--- config.mk ---
export PLATFORM = sky130hd
export DESIGN_NAME = ef9345_cmd_seq_flat
export DESIGN_NICKNAME = d
export VERILOG_FILES = /design/src/rtl/ef9345_cmd_seq_if.sv /design/src/rtl/ef9345_cmd_seq.sv /design/src/flat_wrapper.sv
export SDC_FILE = /design/constraint.sdc
export NUM_CORES = 1
export LEC_CHECK = 0
export BUFFER_PORTS_ARGS = -buffer_cell sky130_fd_sc_hd__buf_2
export CAP_MARGIN = 20
export CORE_MARGIN = 2
export CORE_UTILIZATION = 54
export DETAILED_ROUTE_END_ITERATION = 16
export PLACE_DENSITY = 0.82
export SLEW_MARGIN = 20
export SYNTH_ARGS = -nofsm -noshare
export SYNTH_HDL_FRONTEND = slang
export SYNTH_SLANG_ARGS = --single-unit
--- constraint.sdc ---
create_clock -name clk_in -period 2.51 [get_ports clk_in]
set_input_delay 0.502 -clock clk_in [delete_from_list [all_inputs] [get_ports clk_in]]
set_output_delay 0.502 -clock clk_in [all_outputs]
set_load 0.005 [all_outputs]
--- src/rtl/ef9345_cmd_seq_if.sv ---
// ef9345_cmd_seq_if: request/response handshake plus EF9345 multiplexed-bus pins.
interface ef9345_cmd_seq_if;
  logic        req_valid;
  logic        req_ready;
  logic [7:0]  req_cmd;
  logic [6:0]  req_mask;
  logic [55:0] req_args;
  logic        rsp_valid;
  logic [7:0]  rsp_data;
  logic        rsp_err;
  logic        bus_as;
  logic        bus_ds;
  logic        bus_rw;
  logic        bus_cs_;
  logic [7:0]  bus_dout;
  logic        bus_oe;
  logic [7:0]  bus_din;
  modport master (
    input  req_valid, req_cmd, req_mask, req_args, bus_din,
    output req_ready, rsp_valid, rsp_data, rsp_err,
    output bus_as, bus_ds, bus_rw, bus_cs_, bus_dout, bus_oe
  );
  modport slave (
    output req_valid, req_cmd, req_mask, req_args, bus_din,
    input  req_ready, rsp_valid, rsp_data, rsp_err,
    input  bus_as, bus_ds, bus_rw, bus_cs_, bus_dout, bus_oe
  );
endinterface

--- src/rtl/ef9345_cmd_seq.sv ---
// ef9345_cmd_seq: EF9345 Motorola-mode sequencer (arg writes, R0 command, busy poll, R1 readback).
// Define EF9345_SEQ_TIMEOUT_EN to bound polling at POLL_MAX status reads and report rsp_err.
module ef9345_cmd_seq #(
  parameter int         PHASE_CYC = 2,
  parameter logic [4:0] ADDR_HI   = 5'b00100,
  parameter int         BUSY_BIT  = 7
`ifdef EF9345_SEQ_TIMEOUT_EN
  , parameter int       POLL_MAX  = 255
`endif
) (
  input logic              clk_in,
  input logic              reset_,
  ef9345_cmd_seq_if.master sif
);
  localparam logic [2:0] IDLE = 3'd0, ARGS = 3'd1, CMD = 3'd2, POLL = 3'd3, RESULT = 3'd4, DONE = 3'd5;
  localparam int CW = PHASE_CYC > 1 ? $clog2(PHASE_CYC) : 1;
  localparam logic [CW-1:0] CMAX = CW'(PHASE_CYC - 1);
  logic [2:0]    st, nxt, ph, idx;
  logic [CW-1:0] cnt;
  logic [6:0]    m;
  logic [7:0]    cmd, arg, addr, rdata;
  logic [55:0]   args;
  logic          busy, act, rd, wrap, tmo;
  assign wrap = cnt == CMAX;
`ifdef EF9345_SEQ_TIMEOUT_EN
  logic [7:0] pcnt;
  logic       err;
  assign tmo = busy && pcnt == 8'(POLL_MAX - 1);
  assign sif.rsp_err = err;
  always_ff @(posedge clk_in or negedge reset_)
    if (!reset_) begin
      pcnt <= '0;
      err  <= 1'b0;
    end else begin
      if (st == IDLE && sif.req_valid) err <= 1'b0;
      if (ph == 3'd5 && st == CMD) pcnt <= '0;
      if (ph == 3'd5 && st == POLL) begin
        pcnt <= pcnt + 8'd1;
        if (tmo) err <= 1'b1;
      end
    end
`else
  assign tmo = 1'b0;
  assign sif.rsp_err = 1'b0;
`endif
  // lowest pending mask bit selects the next argument register
  always_comb begin
    idx = '0;
    arg = '0;
    for (int i = 6; i >= 0; i--)
      if (m[i]) begin
        idx = 3'(i + 1);
        arg = args[8*i +: 8];
      end
    rd   = st == POLL || st == RESULT;
    act  = (st == ARGS || st == CMD || rd) && ph != 3'd5;
    addr = st == ARGS ? {ADDR_HI, idx} : st == CMD ? ({ADDR_HI, 3'b000} | 8'h08) : {ADDR_HI, 2'b00, st == RESULT};
    nxt  = st == ARGS ? ((m & (m - 7'd1)) == '0 ? CMD : ARGS) :
           st == CMD  ? POLL :
           st == POLL ? (busy ? (tmo ? DONE : POLL) : RESULT) : DONE;
  end
  assign sif.bus_cs_   = !act;
  assign sif.bus_as    = act && ph == 3'd0;
  assign sif.bus_ds    = act && ph == 3'd3;
  assign sif.bus_rw    = !(act && !rd && ph >= 3'd2);
  assign sif.bus_oe    = act && (ph < 3'd2 || !rd);
  assign sif.bus_dout  = !act ? 8'h00 : (ph < 3'd2 || rd) ? addr : (st == ARGS ? arg : cmd);
  assign sif.req_ready = st == IDLE;
  assign sif.rsp_valid = st == DONE;
  assign sif.rsp_data  = rdata;
  // ph 0..4 are ADR/LAT/SET/STB/HLD, ph 5 is the single idle cycle closing an access
  always_ff @(posedge clk_in or negedge reset_)
    if (!reset_) begin
      st    <= IDLE;
      ph    <= '0;
      cnt   <= '0;
      m     <= '0;
      cmd   <= '0;
      args  <= '0;
      busy  <= 1'b0;
      rdata <= '0;
    end else if (st == IDLE) begin
      if (sif.req_valid) begin
        st   <= sif.req_mask != '0 ? ARGS : CMD;
        m    <= sif.req_mask;
        cmd  <= sif.req_cmd;
        args <= sif.req_args;
        ph   <= '0;
        cnt  <= '0;
      end
    end else if (st == DONE) begin
      st <= IDLE;
    end else if (ph == 3'd5) begin
      st  <= nxt;
      ph  <= '0;
      cnt <= '0;
      if (st == ARGS) m <= m & (m - 7'd1);
    end else begin
      cnt <= wrap ? '0 : cnt + CW'(1);
      if (wrap) ph <= ph + 3'd1;
      if (ph == 3'd3 && wrap && st == POLL) busy <= sif.bus_din[BUSY_BIT];
      if (ph == 3'd3 && wrap && st == RESULT) rdata <= sif.bus_din;
    end
endmodule

--- src/flat_wrapper.sv ---
// flat-port wrapper written by rule: the top's interface ports become plain ports
module ef9345_cmd_seq_flat 
#(
  parameter int         PHASE_CYC = 2,
  parameter logic [4:0] ADDR_HI   = 5'b00100,
  parameter int         BUSY_BIT  = 7

)
  (clk_in, reset_, sif_req_valid, sif_req_cmd, sif_req_mask, sif_req_args, sif_bus_din, sif_req_ready, sif_rsp_valid, sif_rsp_data, sif_rsp_err, sif_bus_as, sif_bus_ds, sif_bus_rw, sif_bus_cs_, sif_bus_dout, sif_bus_oe);
  ef9345_cmd_seq_if sif_i ();
  input logic clk_in;
  input logic reset_;
  input wire logic [$bits(sif_i.req_valid)-1:0] sif_req_valid;
  input wire logic [$bits(sif_i.req_cmd)-1:0] sif_req_cmd;
  input wire logic [$bits(sif_i.req_mask)-1:0] sif_req_mask;
  input wire logic [$bits(sif_i.req_args)-1:0] sif_req_args;
  input wire logic [$bits(sif_i.bus_din)-1:0] sif_bus_din;
  output wire logic [$bits(sif_i.req_ready)-1:0] sif_req_ready;
  output wire logic [$bits(sif_i.rsp_valid)-1:0] sif_rsp_valid;
  output wire logic [$bits(sif_i.rsp_data)-1:0] sif_rsp_data;
  output wire logic [$bits(sif_i.rsp_err)-1:0] sif_rsp_err;
  output wire logic [$bits(sif_i.bus_as)-1:0] sif_bus_as;
  output wire logic [$bits(sif_i.bus_ds)-1:0] sif_bus_ds;
  output wire logic [$bits(sif_i.bus_rw)-1:0] sif_bus_rw;
  output wire logic [$bits(sif_i.bus_cs_)-1:0] sif_bus_cs_;
  output wire logic [$bits(sif_i.bus_dout)-1:0] sif_bus_dout;
  output wire logic [$bits(sif_i.bus_oe)-1:0] sif_bus_oe;
  assign sif_i.req_valid = sif_req_valid;
  assign sif_i.req_cmd = sif_req_cmd;
  assign sif_i.req_mask = sif_req_mask;
  assign sif_i.req_args = sif_req_args;
  assign sif_i.bus_din = sif_bus_din;
  assign sif_req_ready = sif_i.req_ready;
  assign sif_rsp_valid = sif_i.rsp_valid;
  assign sif_rsp_data = sif_i.rsp_data;
  assign sif_rsp_err = sif_i.rsp_err;
  assign sif_bus_as = sif_i.bus_as;
  assign sif_bus_ds = sif_i.bus_ds;
  assign sif_bus_rw = sif_i.bus_rw;
  assign sif_bus_cs_ = sif_i.bus_cs_;
  assign sif_bus_dout = sif_i.bus_dout;
  assign sif_bus_oe = sif_i.bus_oe;
  ef9345_cmd_seq #(.PHASE_CYC(PHASE_CYC), .ADDR_HI(ADDR_HI), .BUSY_BIT(BUSY_BIT)) u_core (.clk_in(clk_in), .reset_(reset_), .sif(sif_i));
endmodule
* Word level (Yosys, flattened, before mapping)
Cells that the tools add are included. Widths: inputs -> output; s select.
Word-level totals: register bits 87, latch bits 0, bits in writable memories 0, memory bits (read-only) 0, bits of input ports 82, output and inout bits 24, logic and storage cells 103, memories kept 0
Operators by class: $add $sub $neg 3, multipliers 0, divide/modulo/power cells 0, magnitude comparators 2, equality and inequality tests 10, shift-type cells 0, muxes and demuxes 44, bitwise gates (word level) 4, reductions and logical operators 32
Operator list (number):
- $mux 8 | 11
- $mux 3 | 20
- $mux 7 | 5
- $reduce_and 4->1 | 3
- $eq 3x2->1 const B | 3
- $eq 3x3->1 const B | 3
- $logic_and 1x1->1 | 9
- $and 7x7->7 | 1
- $logic_not 7->1 | 1
- $reduce_bool 7->1 | 1
- $sub 7x1->7 const B | 1
- $logic_not 3->1 | 2
- $reduce_and 2->1 | 3
- $reduce_bool 3->1 | 2
- $logic_or 1x1->1 | 5
- $mux 1 | 5
- $mux 2 | 2
- $mux 4 | 1
- $ne 2x2->1 const B | 2
- $reduce_bool 2->1 | 2
- $add 3x1->3 const B | 1
- $eq 3x1->1 const B | 1
- $ge 3x2->1 const B | 1
- $logic_not 1->1 | 3
- other kinds (5) | 7

* Depth between registers and ports, before layout
word-level depth 10, depth in mapped cells 8, gate-level depth less buffers 7

* Worst setup path before layout
Ideal clock, no wire load.
path type reg-to-output, start reg u_core.m[6], end out sif_bus_dout[1], arrival 1468 ps, required time 2008 ps, slack 540 ps, stages on the path, launching flop included 7, path buffers 1, cells stage by stage dfrtp_1 > nor2b_1 > buf_2 > a221oi_1 > o311ai_0 > a221oi_1 > o21ai_0
On the way: word-level cells in the longest chain between the ends 10, elaborated cells on any way between the ends 18, classes of those cells mux (18)
Ends and longest elaborated chain:
- start: declaration | RTL line ef9345_cmd_seq.sv:20 | logic [6:0] m;
- start signal: assignment | RTL line ef9345_cmd_seq.sv:85 | m <= sif.req_mask;
- start signal: assignment | RTL line ef9345_cmd_seq.sv:97 | if (st == ARGS) m <= m & (m - 7'd1);
- $mux 8 / $mux 3 (equally long branches) (7 in series) | RTL line ef9345_cmd_seq.sv:51 | if (m[i]) begin
- $mux 8 (on tied branches) | RTL line ef9345_cmd_seq.sv:67, ef9345_cmd_seq.sv:57
- $mux 8 (*) (2 in series) | RTL line ef9345_cmd_seq.sv:67 | assign sif.bus_dout = !act ? 8'h00 : (ph < 3'd2 || rd) ? addr : (st == ARGS ? arg : cmd);
- end: declaration | RTL line flat_wrapper.sv:26 | output wire logic [$bits(sif_i.bus_dout)-1:0] sif_bus_dout;
Mark *: on every way between the ends. The rest lies on a longest branch, timed or not.

* Worst setup path after layout
start reg u_core.m[5], end out sif_bus_dout[0]
On the way: word-level cells in the longest chain between the ends 9, elaborated cells on any way between the ends 16, classes of those cells mux (16)
Ends and longest elaborated chain (RTL line):
- $mux 8 / $mux 3 (equally long branches) (6 in series) | ef9345_cmd_seq.sv:51
- $mux 8 (on tied branches) | ef9345_cmd_seq.sv:67, ef9345_cmd_seq.sv:57
- $mux 8 (*) (2 in series) | ef9345_cmd_seq.sv:67
Marks and branches as above.

==> impl_metrics.ini <==
[yosys]
synth_nets = 611
ys_ff_latch = 87
synth_edf_count = 0
postSynth.topFlopCell = sky130_fd_sc_hd__dfrtp_1
mappedNetlistArea_um2 = 4463
synth_warnings = 0
synthesis.instances = 528
synth.yosys.seq_area_share = 0.4878
synth-async-reset-ratio = 1.000
netlist-cell-type-count = 62
post_synth.cell_area_avg_um2 = 8.453

[detailed_routing]
vias_per_inst = 5.667
met3_wirelength_um = 769
drc = 0
top_layer_used = met4
routed_wire_length_per_instance_um = 16.76
vias = 4307
detail-route-antenna-nets = 0
dr.first_iter.drc_count = 347
drt_pre_antenna_iters = 5
wl_met2_um = 6182
drt_wl_total_um = 12740
drt-met1-wl_um = 5319

[timing]
max_clock_skew_ns = 0.008654
finalWorstSetupSlack_ns = 0.01858
report.final.hold_viol_count = 0
timing_max_transition_violations_final = 0
layout_worst_path_cycle_share = 0.9926
min_period_ns = 2.491
finalSetupViolations = 0
grt_setup_unrepaired = yes
max_freq_mhz = 401.4

[worst_setup_path]
critical_path_required_time_ns = 2.01
setup.worst_path.start_class = flop
setup.worst_path.end_class = output pin
cp_data_arrival_time_ns = 1.99
worstPathMaxFanout = 7
timing.critical_path.cells = nor2b_4, a221oi_2, a211o_1, a31o_1, a32oi_1, buf_2
category_of_the_most_critical_setup_path = flop to output pin
critPathBufInv = 1
crit_path_top_delay_cell = sky130_fd_sc_hd__dfrtp_2
critical-path-max-stage-delay_ns = 0.46
timing.critical_path.max_delay_family = compound AO/OA/AOI/OAI gates

[clock_network]
cts_buffers = 9
clock_sink_count = 87
worstSkewPairLatency_ns = 0.36
tritoncts = yes
clk_root_buffer_cell = sky130_fd_sc_hd__clkbuf_8
cts_max_path_buffers = 2
clk_pin_slew_worst_setup_hold_paths_ns = 0.09
cts-htree-levels = 3

[finish]
instances_no_fill = 760
finalNetCount = 733
multi_input_area_um2 = 2157
final_cell_area_um2 = 5629
final.fill_count = 674
area.sequential_um2 = 2186
insertedDiodeCount = 0
post_route_cells_drive_above_1_share = 0.3206
area.growth.synth_to_final_pct = 26.13

[job]
drv_cap = 0

[placed_design]
io_buffers = 104
dpl.cell_count = 728
gpl.final_weighted_congestion = 0.9335
place_hpwl_um = 9083
place_ws_ns = 0.1775
dpl-instance-area_um2 = 5152

[floorplanning]
die_w_um = 94.91
starting_density = 0.5515
core_um2 = 8093
placementRows = 33
die_area_um2 = 9008
boundaryPins = 106
floorplan.die.height_um = 94.91

[pwr]
power.density_cell_area_nw_per_um2 = 1241
power_leakage_nw = 2.890
peakVddDrop_v = 0.0005190

[global_routing]
global_route_wire_length_before_repair_um = 20190
vias_in_the_first_global_route = 4217
overflow = 0
global_route_usage_sum = 0.2910
grt_max_degree = 58
grt_antenna_before_repair = 0

[outcome]
run_status = finished clean

[min_path]
hp-class = input port to async pin
==> metal layers <==
layer / GRT usage / vias up
li1: - / 2032
met1: 0.3764 / 2030
met2: 0.4846 / 203
met3: 0.04230 / 42
met4: 0.1329 / 0
met5: 0 / -
==> sequential cells by signal, indices dropped and copies added, names as in the netlist <==
| name | count |
|---|---|
| u_core.ph | 3 |
| u_core.st | 3 |
| u_core.sif.rsp_data | 8 |
| u_core.cnt | 1 |
| u_core.cmd | 8 |
| u_core.m | 7 |
| u_core.args | 56 |
| u_core.busy | 1 |
==> worst paths after layout <==
check | startpoint | to | slack (ns) | cells after the start
worst max-delay path | u_core.m[5]$_DFFE_PN0P_ | sif_bus_dout[0] | 0.02 | 6
worst min-delay path | reset_ | u_core.ph[1]$_DFFE_PN0P_ | 0.06 | 1
worst max register to register | u_core.ph[1]$_DFFE_PN0P_ | u_core.sif.rsp_data[0]$_DFFE_PN0P_ | 0.50 | 6
worst min register to register | u_core.args[33]$_DFFE_PN0P_ | u_core.args[33]$_DFFE_PN0P_ | 0.48 | 2
max in group asynchronous | reset_ | u_core.m[5]$_DFFE_PN0P_ | 1.80 | 2
min in group clk_in | sif_req_args[4] | u_core.args[4]$_DFFE_PN0P_ | 0.32 | 3
==> per-stage QoR <==
step | TNS, ns | power (mW) | util | hold slack [ns]
floorplan | 0 | 4.346 | - | 0.2064
global placement | 0 | 5.320 | 0.6367 | 0.4599
detailed placement | 0 | 5.391 | 0.6367 | 0.4668
CTS | 0 | 6.554 | 0.6704 | 0.08582
global route | -0.3097 | 7.435 | 0.6956 | 0.1007
finish | 0 | 6.984 | 0.6956 | 0.06235
==> cells by family after synthesis <==
kind of cell | after synthesis | share of synthesized area
AND/OR/NAND/NOR | 273 | 0.2590
XOR/XNOR | 2 | 0.003926
AO/OA/AOI/OAI | 99 | 0.1542
flip-flops | 87 | 0.4878
adder cells (fa/ha/maj) | 1 | 0.002803
other | 1 | 0.0008402
buffers and inverters | 50 | 0.05466
multiplexers | 15 | 0.03673
==> cells in the mapped netlist (all sizes together), types with 5 or more instances <==
| cell | count | share of area |
|---|---|---|
| a21oi | 17 | 0.019 |
| a221oi | 8 | 0.016 |
| inv | 15 | 0.013 |
| buf | 29 | 0.037 |
| a22o | 5 | 0.0098 |
| nor2 | 23 | 0.020 |
| nor2b | 5 | 0.0070 |
| dfrtp | 87 | 0.49 |
| mux2 | 11 | 0.028 |
| nand2b | 7 | 0.0098 |
| nand2 | 205 | 0.17 |
| o21ai | 27 | 0.030 |
| clkbuf | 6 | 0.0053 |
| nor3 | 11 | 0.017 |
| nand3 | 5 | 0.0056 |
==> worst reg2reg max path, stage by stage (launching register included) <==
cell	delay (ns)
sky130_fd_sc_hd__dfrtp_1	0.51
sky130_fd_sc_hd__inv_1	0.16
sky130_fd_sc_hd__nor2_1	0.14
sky130_fd_sc_hd__ha_1	0.22
sky130_fd_sc_hd__nand3_1	0.12
sky130_fd_sc_hd__nor2_2	0.35
sky130_fd_sc_hd__mux2_2	0.40
==> what timing repair did <==
action	in CTS	in global routing
setup buffers	3	13
gates resized for setup	13	30
hold buffers	0	0
gates cloned	0	1
pin swaps	7	19
endpoints found under the setup margin	7	8
==> cells in the final DEF (no fill, tap or decap), types with 5 or more instances in the layout <==
| master | n |
|---|---|
| sky130_fd_sc_hd__inv_1 | 14 |
| sky130_fd_sc_hd__buf_4 | 37 |
| sky130_fd_sc_hd__dfrtp_2 | 7 |
| sky130_fd_sc_hd__o21ai_1 | 6 |
| sky130_fd_sc_hd__nor3_1 | 8 |
| sky130_fd_sc_hd__a22o_1 | 5 |
| sky130_fd_sc_hd__nor2_1 | 21 |
| sky130_fd_sc_hd__a221oi_2 | 5 |
| sky130_fd_sc_hd__buf_2 | 103 |
| sky130_fd_sc_hd__nand2b_1 | 7 |
| sky130_fd_sc_hd__mux2_2 | 11 |
| sky130_fd_sc_hd__nand3_1 | 5 |
| sky130_fd_sc_hd__o21ai_0 | 21 |
| sky130_fd_sc_hd__dfrtp_1 | 80 |
| sky130_fd_sc_hd__nand2_1 | 204 |
| sky130_fd_sc_hd__clkbuf_8 | 12 |
| sky130_fd_sc_hd__a21oi_1 | 15 |
==> power breakdown <==
group          leakage (nW)  internal (mW)  switching [mW]
Sequential             1.08           2.01           0.622
Clock                 0.109          0.544           0.511
Combinational          1.70           1.49            1.80
Total                  2.89           4.05            2.94
==> final cells by class <==
cell class,instances,share of cell area
Sequential cell,87,0.3883
Multi-Input combinational cell,391,0.3832
Timing Repair Buffer,146,0.1560
Clock buffer,12,0.02934
Tap cell,105,0.02334
Inverter,15,0.01067
Clock inverter,4,0.009113
Note: power is estimated with default switching activity, not from simulation.
